`src/rtl/shadow_chain_collector_if.sv`:
```
// Word readout bus from the chain collector FIFO to the host readout logic.
interface shadow_chain_collector_if #(
    parameter int unsigned WORD_W = 8,
    parameter int unsigned ID_W   = 2
);
    localparam int unsigned BITS_W = $clog2(WORD_W) + 1;

    logic [WORD_W-1:0] word_out;
    logic [ID_W-1:0]   word_id;
    logic [BITS_W-1:0] word_bits;
    logic              word_last;
    logic              word_vld;
    logic              word_rdy;

    modport master (
        output word_out, word_id, word_bits, word_last, word_vld,
        input  word_rdy
    );

    modport slave (
        input  word_out, word_id, word_bits, word_last, word_vld,
        output word_rdy
    );
endinterface

```
`src/rtl/shadow_chain_collector.sv`:
```
// Collects serial shadow-chain dumps into tagged words and queues them
// through a round-robin arbiter into a show-ahead FIFO.
module shadow_chain_collector #(
    parameter int unsigned CHAINS     = 3,
    parameter int unsigned WORD_W     = 8,
    parameter int unsigned FIFO_DEPTH = 8,
    parameter int unsigned ID_W       = 2
) (
    input  logic                     clk,
    input  logic                     rst,
    input  logic                     start,
    output logic [CHAINS-1:0]        dump_en,
    input  logic [CHAINS-1:0]        chains_in,
    input  logic [CHAINS-1:0]        chains_in_vld,
    input  logic [CHAINS-1:0]        chains_in_done,
    output logic                     busy,
    output logic                     overflow,
    shadow_chain_collector_if.master word_bus
);
    localparam int unsigned CNT_W = $clog2(WORD_W) + 1;
    localparam int unsigned PTR_W = $clog2(FIFO_DEPTH);

    typedef enum logic [1:0] {IDLE, DUMP, COLLECT, DRAIN} state_t;

    typedef struct packed {
        logic [WORD_W-1:0] data;
        logic [ID_W-1:0]   id;
        logic [CNT_W-1:0]  bits;
        logic              last;
    } entry_t;

    state_t state, state_nxt;

    logic [WORD_W-1:0] shreg     [CHAINS];
    logic [WORD_W-1:0] shreg_nxt [CHAINS];
    logic [CNT_W-1:0]  cnt       [CHAINS];
    logic [CNT_W-1:0]  cnt_nxt   [CHAINS];
    logic [WORD_W-1:0] full_data     [CHAINS];
    logic [WORD_W-1:0] full_data_nxt [CHAINS];
    logic [WORD_W-1:0] term_data     [CHAINS];
    logic [WORD_W-1:0] term_data_nxt [CHAINS];
    logic [CNT_W-1:0]  term_bits     [CHAINS];
    logic [CNT_W-1:0]  term_bits_nxt [CHAINS];
    logic [CHAINS-1:0] fin, fin_nxt;
    logic [CHAINS-1:0] full_vld, full_vld_nxt;
    logic [CHAINS-1:0] term_vld, term_vld_nxt;
    logic              overflow_nxt;

    logic [WORD_W-1:0] asm_data [CHAINS];
    logic [CNT_W-1:0]  asm_cnt  [CHAINS];
    logic [CHAINS-1:0] asm_full;

    logic [CHAINS-1:0] grant_full, grant_term;
    logic              push, found;
    entry_t            push_entry;
    logic [ID_W-1:0]   last_grant, last_grant_nxt, sel;

    entry_t            mem [FIFO_DEPTH];
    entry_t            head;
    logic [PTR_W:0]    wr_ptr, rd_ptr;
    logic              empty, full, pop, can_push;

    // Next chain index after 'last', stepping 'step' positions round the ring.
    function automatic logic [ID_W-1:0] rr_idx(input logic [ID_W-1:0] last,
                                               input int unsigned     step);
        logic [ID_W:0] sum;
        sum = {1'b0, last} + (ID_W+1)'(step);
        if (sum >= (ID_W+1)'(CHAINS))
            sum = sum - (ID_W+1)'(CHAINS);
        return ID_W'(sum);
    endfunction

    always_ff @(posedge clk or posedge rst) begin
        if (rst) state <= IDLE;
        else     state <= state_nxt;
    end

    always_comb begin
        state_nxt = state;
        case (state)
            IDLE:    if (start) state_nxt = DUMP;
            DUMP:    state_nxt = COLLECT;
            COLLECT: if ((&fin) && !(|full_vld) && !(|term_vld)) state_nxt = DRAIN;
            DRAIN:   if (empty) state_nxt = IDLE;
            default: state_nxt = IDLE;
        endcase
    end

    // Shift register contents after absorbing this cycle's bit, if any.
    always_comb begin
        asm_full = '0;
        for (int c = 0; c < CHAINS; c++) begin
            asm_data[c] = shreg[c];
            asm_cnt[c]  = cnt[c];
            if (chains_in_vld[c]) begin
                asm_data[c] = shreg[c] | (WORD_W'(chains_in[c]) << cnt[c]);
                asm_cnt[c]  = cnt[c] + CNT_W'(1);
            end
            asm_full[c] = (asm_cnt[c] == CNT_W'(WORD_W));
        end
    end

    // Per-chain deserialiser and pending word/terminator slots.
    always_comb begin
        shreg_nxt     = shreg;
        cnt_nxt       = cnt;
        full_data_nxt = full_data;
        term_data_nxt = term_data;
        term_bits_nxt = term_bits;
        fin_nxt       = fin;
        full_vld_nxt  = full_vld & ~grant_full;
        term_vld_nxt  = term_vld & ~grant_term;
        overflow_nxt  = overflow;
        if (state == DUMP) begin
            for (int c = 0; c < CHAINS; c++) begin
                shreg_nxt[c]     = '0;
                cnt_nxt[c]       = '0;
                full_data_nxt[c] = '0;
                term_data_nxt[c] = '0;
                term_bits_nxt[c] = '0;
            end
            fin_nxt      = '0;
            full_vld_nxt = '0;
            term_vld_nxt = '0;
            overflow_nxt = 1'b0;
        end else if (state == COLLECT) begin
            for (int c = 0; c < CHAINS; c++) begin
                if (!fin[c]) begin
                    if (asm_full[c]) begin
                        shreg_nxt[c] = '0;
                        cnt_nxt[c]   = '0;
                        // A slot being granted this cycle is free for the new word.
                        if (full_vld[c] && !grant_full[c]) begin
                            overflow_nxt = 1'b1;
                        end else begin
                            full_vld_nxt[c]  = 1'b1;
                            full_data_nxt[c] = asm_data[c];
                        end
                    end else begin
                        shreg_nxt[c] = asm_data[c];
                        cnt_nxt[c]   = asm_cnt[c];
                    end
                    if (chains_in_done[c]) begin
                        fin_nxt[c]       = 1'b1;
                        term_vld_nxt[c]  = 1'b1;
                        term_data_nxt[c] = asm_full[c] ? '0 : asm_data[c];
                        term_bits_nxt[c] = asm_full[c] ? '0 : asm_cnt[c];
                    end
                end
            end
        end
    end

    always_ff @(posedge clk or posedge rst) begin
        if (rst) begin
            for (int c = 0; c < CHAINS; c++) begin
                shreg[c]     <= '0;
                cnt[c]       <= '0;
                full_data[c] <= '0;
                term_data[c] <= '0;
                term_bits[c] <= '0;
            end
            fin      <= '0;
            full_vld <= '0;
            term_vld <= '0;
            overflow <= 1'b0;
        end else begin
            shreg     <= shreg_nxt;
            cnt       <= cnt_nxt;
            full_data <= full_data_nxt;
            term_data <= term_data_nxt;
            term_bits <= term_bits_nxt;
            fin       <= fin_nxt;
            full_vld  <= full_vld_nxt;
            term_vld  <= term_vld_nxt;
            overflow  <= overflow_nxt;
        end
    end

    // Round-robin push arbiter; full words outrank a chain's terminator.
    always_comb begin
        grant_full     = '0;
        grant_term     = '0;
        push           = 1'b0;
        found          = 1'b0;
        push_entry     = '0;
        sel            = '0;
        last_grant_nxt = last_grant;
        if (state == COLLECT && can_push) begin
            for (int unsigned i = 1; i <= CHAINS; i++) begin
                sel = rr_idx(last_grant, i);
                if (!found && (full_vld[sel] || term_vld[sel])) begin
                    found          = 1'b1;
                    push           = 1'b1;
                    last_grant_nxt = sel;
                    if (full_vld[sel]) begin
                        grant_full[sel] = 1'b1;
                        push_entry = '{data: full_data[sel], id: sel,
                                       bits: CNT_W'(WORD_W), last: 1'b0};
                    end else begin
                        grant_term[sel] = 1'b1;
                        push_entry = '{data: term_data[sel], id: sel,
                                       bits: term_bits[sel], last: 1'b1};
                    end
                end
            end
        end
    end

    assign empty    = (wr_ptr == rd_ptr);
    assign full     = (wr_ptr[PTR_W] != rd_ptr[PTR_W]) &&
                      (wr_ptr[PTR_W-1:0] == rd_ptr[PTR_W-1:0]);
    assign pop      = !empty && word_bus.word_rdy;
    assign can_push = !full || pop;

    always_ff @(posedge clk or posedge rst) begin
        if (rst) begin
            wr_ptr     <= '0;
            rd_ptr     <= '0;
            last_grant <= ID_W'(CHAINS - 1);
        end else begin
            if (push) wr_ptr <= wr_ptr + (PTR_W+1)'(1);
            if (pop)  rd_ptr <= rd_ptr + (PTR_W+1)'(1);
            last_grant <= last_grant_nxt;
        end
    end

    always_ff @(posedge clk) begin
        if (push) mem[wr_ptr[PTR_W-1:0]] <= push_entry;
    end

    // Outputs flagged from the next state so they line up with the state they describe.
    always_ff @(posedge clk or posedge rst) begin
        if (rst) begin
            dump_en <= '0;
            busy    <= 1'b0;
        end else begin
            dump_en <= {CHAINS{state_nxt == DUMP}};
            busy    <= (state_nxt != IDLE);
        end
    end

    assign head                = mem[rd_ptr[PTR_W-1:0]];
    assign word_bus.word_vld   = !empty;
    assign word_bus.word_out   = empty ? '0 : head.data;
    assign word_bus.word_id    = empty ? '0 : head.id;
    assign word_bus.word_bits  = empty ? '0 : head.bits;
    assign word_bus.word_last  = empty ? 1'b0 : head.last;
endmodule

```
`src/flat_wrapper.sv`:
```
// flat-port wrapper written by rule: the top's interface ports become plain ports
module shadow_chain_collector_flat 
#(
    parameter int unsigned CHAINS     = 3,
    parameter int unsigned WORD_W     = 8,
    parameter int unsigned FIFO_DEPTH = 8,
    parameter int unsigned ID_W       = 2
)
  (clk, rst, start, dump_en, chains_in, chains_in_vld, chains_in_done, busy, overflow, word_bus_word_out, word_bus_word_id, word_bus_word_bits, word_bus_word_last, word_bus_word_vld, word_bus_word_rdy);
  shadow_chain_collector_if #(.WORD_W(WORD_W), .ID_W(ID_W)) word_bus_i ();
  input  logic clk;
  input  logic rst;
  input  logic start;
  output logic [CHAINS-1:0] dump_en;
  input  logic [CHAINS-1:0] chains_in;
  input  logic [CHAINS-1:0] chains_in_vld;
  input  logic [CHAINS-1:0] chains_in_done;
  output logic busy;
  output logic overflow;
  output wire logic [$bits(word_bus_i.word_out)-1:0] word_bus_word_out;
  output wire logic [$bits(word_bus_i.word_id)-1:0] word_bus_word_id;
  output wire logic [$bits(word_bus_i.word_bits)-1:0] word_bus_word_bits;
  output wire logic [$bits(word_bus_i.word_last)-1:0] word_bus_word_last;
  output wire logic [$bits(word_bus_i.word_vld)-1:0] word_bus_word_vld;
  input wire logic [$bits(word_bus_i.word_rdy)-1:0] word_bus_word_rdy;
  assign word_bus_word_out = word_bus_i.word_out;
  assign word_bus_word_id = word_bus_i.word_id;
  assign word_bus_word_bits = word_bus_i.word_bits;
  assign word_bus_word_last = word_bus_i.word_last;
  assign word_bus_word_vld = word_bus_i.word_vld;
  assign word_bus_i.word_rdy = word_bus_word_rdy;
  shadow_chain_collector #(.CHAINS(CHAINS), .WORD_W(WORD_W), .FIFO_DEPTH(FIFO_DEPTH), .ID_W(ID_W)) u_core (.clk(clk), .rst(rst), .start(start), .dump_en(dump_en), .chains_in(chains_in), .chains_in_vld(chains_in_vld), .chains_in_done(chains_in_done), .busy(busy), .overflow(overflow), .word_bus(word_bus_i));
endmodule
```
`config.mk`:
```
export PLATFORM = sky130hd
export DESIGN_NAME = shadow_chain_collector_flat
export DESIGN_NICKNAME = d
export VERILOG_FILES = /design/src/rtl/shadow_chain_collector_if.sv /design/src/rtl/shadow_chain_collector.sv /design/src/flat_wrapper.sv
export SDC_FILE = /design/constraint.sdc
export NUM_CORES = 1
export LEC_CHECK = 0
export ABC_AREA = 1
export ABC_CLOCK_PERIOD_IN_PS = 3650
export CAP_MARGIN = 30
export CELL_PAD_IN_SITES_DETAIL_PLACEMENT = 0
export CELL_PAD_IN_SITES_GLOBAL_PLACEMENT = 1
export CORE_MARGIN = 3
export CORE_UTILIZATION = 43
export CTS_CLUSTER_DIAMETER = 40
export CTS_CLUSTER_SIZE = 20
export DETAILED_ROUTE_END_ITERATION = 16
export HOLD_SLACK_MARGIN = 0.1
export PLACE_DENSITY_LB_ADDON = 0.05
export REMOVE_ABC_BUFFERS = 1
export SLEW_MARGIN = 20
export SYNTH_ARGS = -nofsm -noshare
export SYNTH_HDL_FRONTEND = slang
export SYNTH_SLANG_ARGS = --single-unit
```
`constraint.sdc`:
```
create_clock -name clk -period 3.65 [get_ports clk]
set_input_delay 0.365 -clock clk [delete_from_list [all_inputs] [get_ports clk]]
set_output_delay 0.365 -clock clk [all_outputs]
set_load 0.02 [all_outputs]
```
==> report_table.html <==
<table>
<tr><th>Metric</th><th>Value</th></tr>
<tr><th colspan="2">Finish</th></tr>
<tr><td>Count of antenna diodes in the layout</td><td>0</td></tr>
<tr><td>Final instance area</td><td>approximately 15,000 µm²</td></tr>
<tr><td># fillers</td><td>about 2,600</td></tr>
<tr><td># nets final</td><td>around 1,600</td></tr>
<tr><td>Area growth syn-to-layout</td><td>18.9%</td></tr>
<tr><td>Fraction of final layout cells with drive strength greater than 1</td><td>0.123</td></tr>
<tr><td>Highest-count cells in the layout ignoring fill and taps</td><td>nand2_1 (304), o21ai_0 (198), nor2_1 (190)</td></tr>
<tr><td>Layout Utilization</td><td>0.527</td></tr>
<tr><td>Most common library cell in the layout ignoring fill and taps</td><td>nand2_1</td></tr>
<tr><th colspan="2">Logic synthesis</th></tr>
<tr><td>Number of enable flip-flop cells after synthesis</td><td>120</td></tr>
<tr><td>Area share of the largest cell type after synthesis</td><td>0.288</td></tr>
<tr><td>Top post-synthesis cells by area</td><td>edfxtp_1 (29%), dfrtp_1 (24%), nand2_1 (9.1%)</td></tr>
<tr><td>Number of distinct standard cells referenced by the synthesized netlist</td><td>between 40 and 50</td></tr>
<tr><td>Number of register bits inferred by synthesis</td><td>240</td></tr>
<tr><td>Sequential area share after synthesis</td><td>0.528</td></tr>
<tr><td>Post-synthesis cell area</td><td>around 13,000 µm²</td></tr>
<tr><td>Post-synthesis cell type with the largest combined area</td><td>edfxtp_1</td></tr>
<tr><td>Gate count after technology mapping</td><td>1,483</td></tr>
<tr><td>Average cell area after synthesis</td><td>approximately 8.4 µm²</td></tr>
<tr><td>Number of warnings issued by yosys</td><td>0</td></tr>
<tr><td>Ys flop type</td><td>edfxtp_1</td></tr>
<tr><td>Post-synthesis async set-or-reset flop share</td><td>0.500</td></tr>
<tr><th colspan="2">Global routing</th></tr>
<tr><td>Global-route wire length before repair</td><td>roughly 59,000 µm</td></tr>
<tr><td>Total routing resource utilization after global routing</td><td>0.241</td></tr>
<tr><td>Top Usage Layer GRT</td><td>met2</td></tr>
<tr><td>Pin count of the biggest net entering global routing</td><td>79</td></tr>
<tr><td>Met1 Usage GRT</td><td>0.337</td></tr>
<tr><td>GRT met3 Usage</td><td>0.0375</td></tr>
<tr><td>Vias in the first global route</td><td>between 10,000 and 15,000</td></tr>
<tr><td>GR Util met2</td><td>0.387</td></tr>
<tr><td>Initial antenna violation count</td><td>0</td></tr>
<tr><td>Residual overflow from global routing</td><td>0</td></tr>
<tr><th colspan="2">Drt</th></tr>
<tr><td>Routed via count divided by cell count</td><td>5.47</td></tr>
<tr><td>DRC violations left</td><td>0</td></tr>
<tr><td>Drt wl/cell</td><td>19.3 µm</td></tr>
<tr><td>Vias</td><td>10,637</td></tr>
<tr><td>Final Routed Wirelength</td><td>approximately 38,000 µm</td></tr>
<tr><td>Number of nets with antenna violations after routing</td><td>0</td></tr>
<tr><td>Router iterations before antenna repair</td><td>6</td></tr>
<tr><td>Drt initial violations</td><td>999</td></tr>
<tr><th colspan="2">Die</th></tr>
<tr><td>Floorplan core area</td><td>about 28,000 µm²</td></tr>
<tr><td>Number of placement rows</td><td>just over 60</td></tr>
<tr><td>Die outline width</td><td>about 180 µm</td></tr>
<tr><td>Ports placed on the boundary</td><td>34</td></tr>
<tr><td>Die Footprint</td><td>31,200 µm²</td></tr>
<tr><td>Die Span Y</td><td>177 µm</td></tr>
<tr><td>Starting Density</td><td>0.444</td></tr>
<tr><th colspan="2">Critical path</th></tr>
<tr><td>Reg-to-Reg End</td><td>u_core.mem[2][6]</td></tr>
<tr><td>Worst R2R Start</td><td>u_core.last_grant[1]</td></tr>
<tr><td>Crit-path max cell delay</td><td>between 0.6 and 0.7 ns</td></tr>
<tr><td>Largest fanout on the critical path</td><td>17</td></tr>
<tr><td>Register-to-Register Path Depth</td><td>12</td></tr>
<tr><td>Endpoint type of the worst setup path</td><td>flip-flop</td></tr>
<tr><td>Cell chain of the critical path</td><td>inv_1 -&gt; ha_2 -&gt; nor2_2 -&gt; nor2_1 -&gt; nand2_1 -&gt; nand2_2 -&gt; o2111ai_4 -&gt; nand2_2 -&gt; buf_4 -&gt; nor2_1 -&gt; o21ai_0 -&gt; inv_1</td></tr>
<tr><td>R2R Setup Slk</td><td>around 0.19 ns</td></tr>
<tr><td>Nature of the critical path startpoint</td><td>flip-flop</td></tr>
<tr><td>Worst EP arrival</td><td>roughly 3.7 ns</td></tr>
<tr><td>CP Data Required Time</td><td>3.88 ns</td></tr>
<tr><td>Crit path kind</td><td>reg -&gt; reg</td></tr>
<tr><td>Cell with the biggest individual delay on the critical path</td><td>ha_2</td></tr>
<tr><th colspan="2">Hold path</th></tr>
<tr><td>Hold crit path type</td><td>in -&gt; async</td></tr>
<tr><th colspan="2">Timing</th></tr>
<tr><td>Unrepaired setup endpoints after global routing</td><td>no</td></tr>
<tr><td>Slew Viols, Final</td><td>0</td></tr>
<tr><td>Final hold slack</td><td>between 0.2 and 0.3 ns</td></tr>
<tr><td>Final Hold Vio Count</td><td>0</td></tr>
<tr><td>Final critical-path share of the clock period</td><td>0.948</td></tr>
<tr><td>Worst-Margin Slew</td><td>0.739 ns</td></tr>
<tr><td>Maximum clock rate</td><td>289 MHz</td></tr>
<tr><td>Number of failing setup endpoints in the final timing report</td><td>0</td></tr>
<tr><td>PnR worst setup slack</td><td>between 0.15 and 0.2 ns</td></tr>
<tr><td>Worst relative slew slack</td><td>0.503</td></tr>
<tr><td>Post-route clock skew</td><td>between 0.015 and 0.02 ns</td></tr>
<tr><td>Final critical delay including setup and external delays</td><td>3.46 ns</td></tr>
<tr><th colspan="2">Place</th></tr>
<tr><td>Half-perimeter wire length of the detailed placement result</td><td>25,900 µm</td></tr>
<tr><td>Worst setup timing slack at the placement stage</td><td>0.0908 ns</td></tr>
<tr><td>Count of buffers inserted at the top-level ports</td><td>33</td></tr>
<tr><td>Placer's final routability congestion estimate</td><td>0.951</td></tr>
<tr><td>Cell area reported after detailed placement</td><td>between 10,000 and 15,000 µm²</td></tr>
<tr><th colspan="2">Clock tree</th></tr>
<tr><td>Clock tree from TritonCTS</td><td>done</td></tr>
<tr><td>CTS buffer count</td><td>just over 40</td></tr>
<tr><td>Clock tree buffer depth</td><td>3</td></tr>
<tr><td>Clock Pin Slew Worst Setup and Hold Paths</td><td>0.06 ns</td></tr>
<tr><td>Clock network latency to the later pin of the worst-skew pair</td><td>0.53 ns</td></tr>
<tr><td>H-Tree Level Count</td><td>2</td></tr>
<tr><td>CTS Root Cell</td><td>clkbuf_16</td></tr>
<tr><td>Clock tree sinks</td><td>between 200 and 250</td></tr>
<tr><th colspan="2">Power</th></tr>
<tr><td>Maximum vdd ir drop</td><td>480 µV</td></tr>
<tr><td>Lkg Pwr</td><td>around 6.1 nW</td></tr>
<tr><td>PwrDens</td><td>between 1000 and 1500 nW/µm²</td></tr>
<tr><th colspan="2">Run</th></tr>
<tr><td>Count of maximum capacitance violations</td><td>0</td></tr>
<tr><th colspan="2">Run status</th></tr>
<tr><td>Result of the run</td><td>complete, no violations</td></tr>
</table>
==> timing repair <==
| item | in CTS | in global routing |
|---|---|---|
| buffers inserted | 0 | 1 |
| gates resized for setup | 0 | 6 |
| hold buffers | 0 | 0 |
| endpoints found under the setup margin | 0 | 44 |
==> synth_stat cells (2+ instances only) <==
cell type  number
nand2_2         8
o21ai_1        12
a31oi_1        19
nand3_1        48
o211ai_1       18
o21ai_2        11
o21ai_0       198
nand4_1        10
buf_4           3
edfxtp_1      120
nor2_2          3
nor2_1        190
nand2_1       304
o22ai_1        44
a311oi_1        3
clkbuf_1       50
inv_2          11
buf_2          12
nand3_2         5
xor2_1         10
dfrtp_1       119
a21o_1          2
buf_1           8
inv_1         109
nor2_4          2
buf_6           4
a211oi_1        4
ha_1           15
nor3_1         33
a21oi_1        85
or2_2           7
==> report_power, final <==
part	switching, W	leakage [nW]	internal (W)
clock	0.00142	0.694	0.00251
sequential	0.000550	2.71	0.00368
combinational	0.00558	2.70	0.00268
==> worst max-delay path, delay by kind of cell, from the launching register on <==
kind | cells | cell delay, ns
AO/OA/AOI/OAI | 2 | 0.52
flip-flops | 1 | 0.54
buffers and inverters | 3 | 0.51
adder cells (fa/ha/maj) | 1 | 0.61
AND/OR/NAND/NOR | 6 | 0.99
==> routing by layer <==
layer,routed length [µm],up-vias
met5,0,-
met1,16800,5027
met2,17200,354
li1,-,5184
met4,1200,0
met3,2370,72
==> stage by stage <==
step	setup TNS, ns	power [W]	cells
floorplan	-300.04	0.00913	1405
global placement	0	0.0124	1871
detailed placement	0	0.0124	1871
CTS	0	0.0164	1945
global route	0	0.0175	1946
finish	0	0.0164	1946
==> flip-flops by register name, indices dropped and copies added, names as in the netlist, 4 cells and up <==
| name | count |
|---|---|
| u_core.cnt | 12 |
| u_core.full_data | 24 |
| u_core.mem | 120 |
| u_core.rd_ptr | 4 |
| u_core.shreg | 24 |
| u_core.term_bits | 12 |
| u_core.term_data | 24 |
| u_core.wr_ptr | 4 |
==> final cells by class <==
type | count | area, µm² | area share
clock inverter | 30 | 374 | 0.0251
timing repair buffer | 89 | 776 | 0.0521
inverter | 120 | 457 | 0.0307
multi-input combinational | 1045 | 5150 | 0.346
sequential | 240 | 6610 | 0.444
tap | 378 | 473 | 0.0318
clock buffer | 44 | 1060 | 0.0710
==> worst max-delay path by stage <==
| stage | start | end | slack, ns |
|---|---|---|---|
| after floorplan | u_core.last_grant[0] | u_core.mem[6][0] | -1.71 |
| after global placement | u_core.last_grant[1] | u_core.mem[5][12] | 0.22 |
| after detailed placement | u_core.last_grant[1] | u_core.mem[2][1] | 0.09 |
| after CTS | u_core.last_grant[1] | u_core.mem[3][1] | 0.06 |
| after global routing | u_core.last_grant[1] | u_core.mem[2][6] | 0.02 |
| final | u_core.last_grant[1] | u_core.mem[2][6] | 0.19 |
==> cell families (layout without fill, tap and decap cells) <==
logic type | count (synthesis) | in the layout | synth area share
flops | 240 | 240 | 0.528
mux | 1 | 1 | 0.000899
fa+ha+maj | 15 | 15 | 0.0150
simple gates | 614 | 614 | 0.203
compound gates | 404 | 404 | 0.182
xor+xnor | 11 | 11 | 0.00769
buf+inv | 198 | 283 | 0.0639
(Power assumes the default switching activity.)
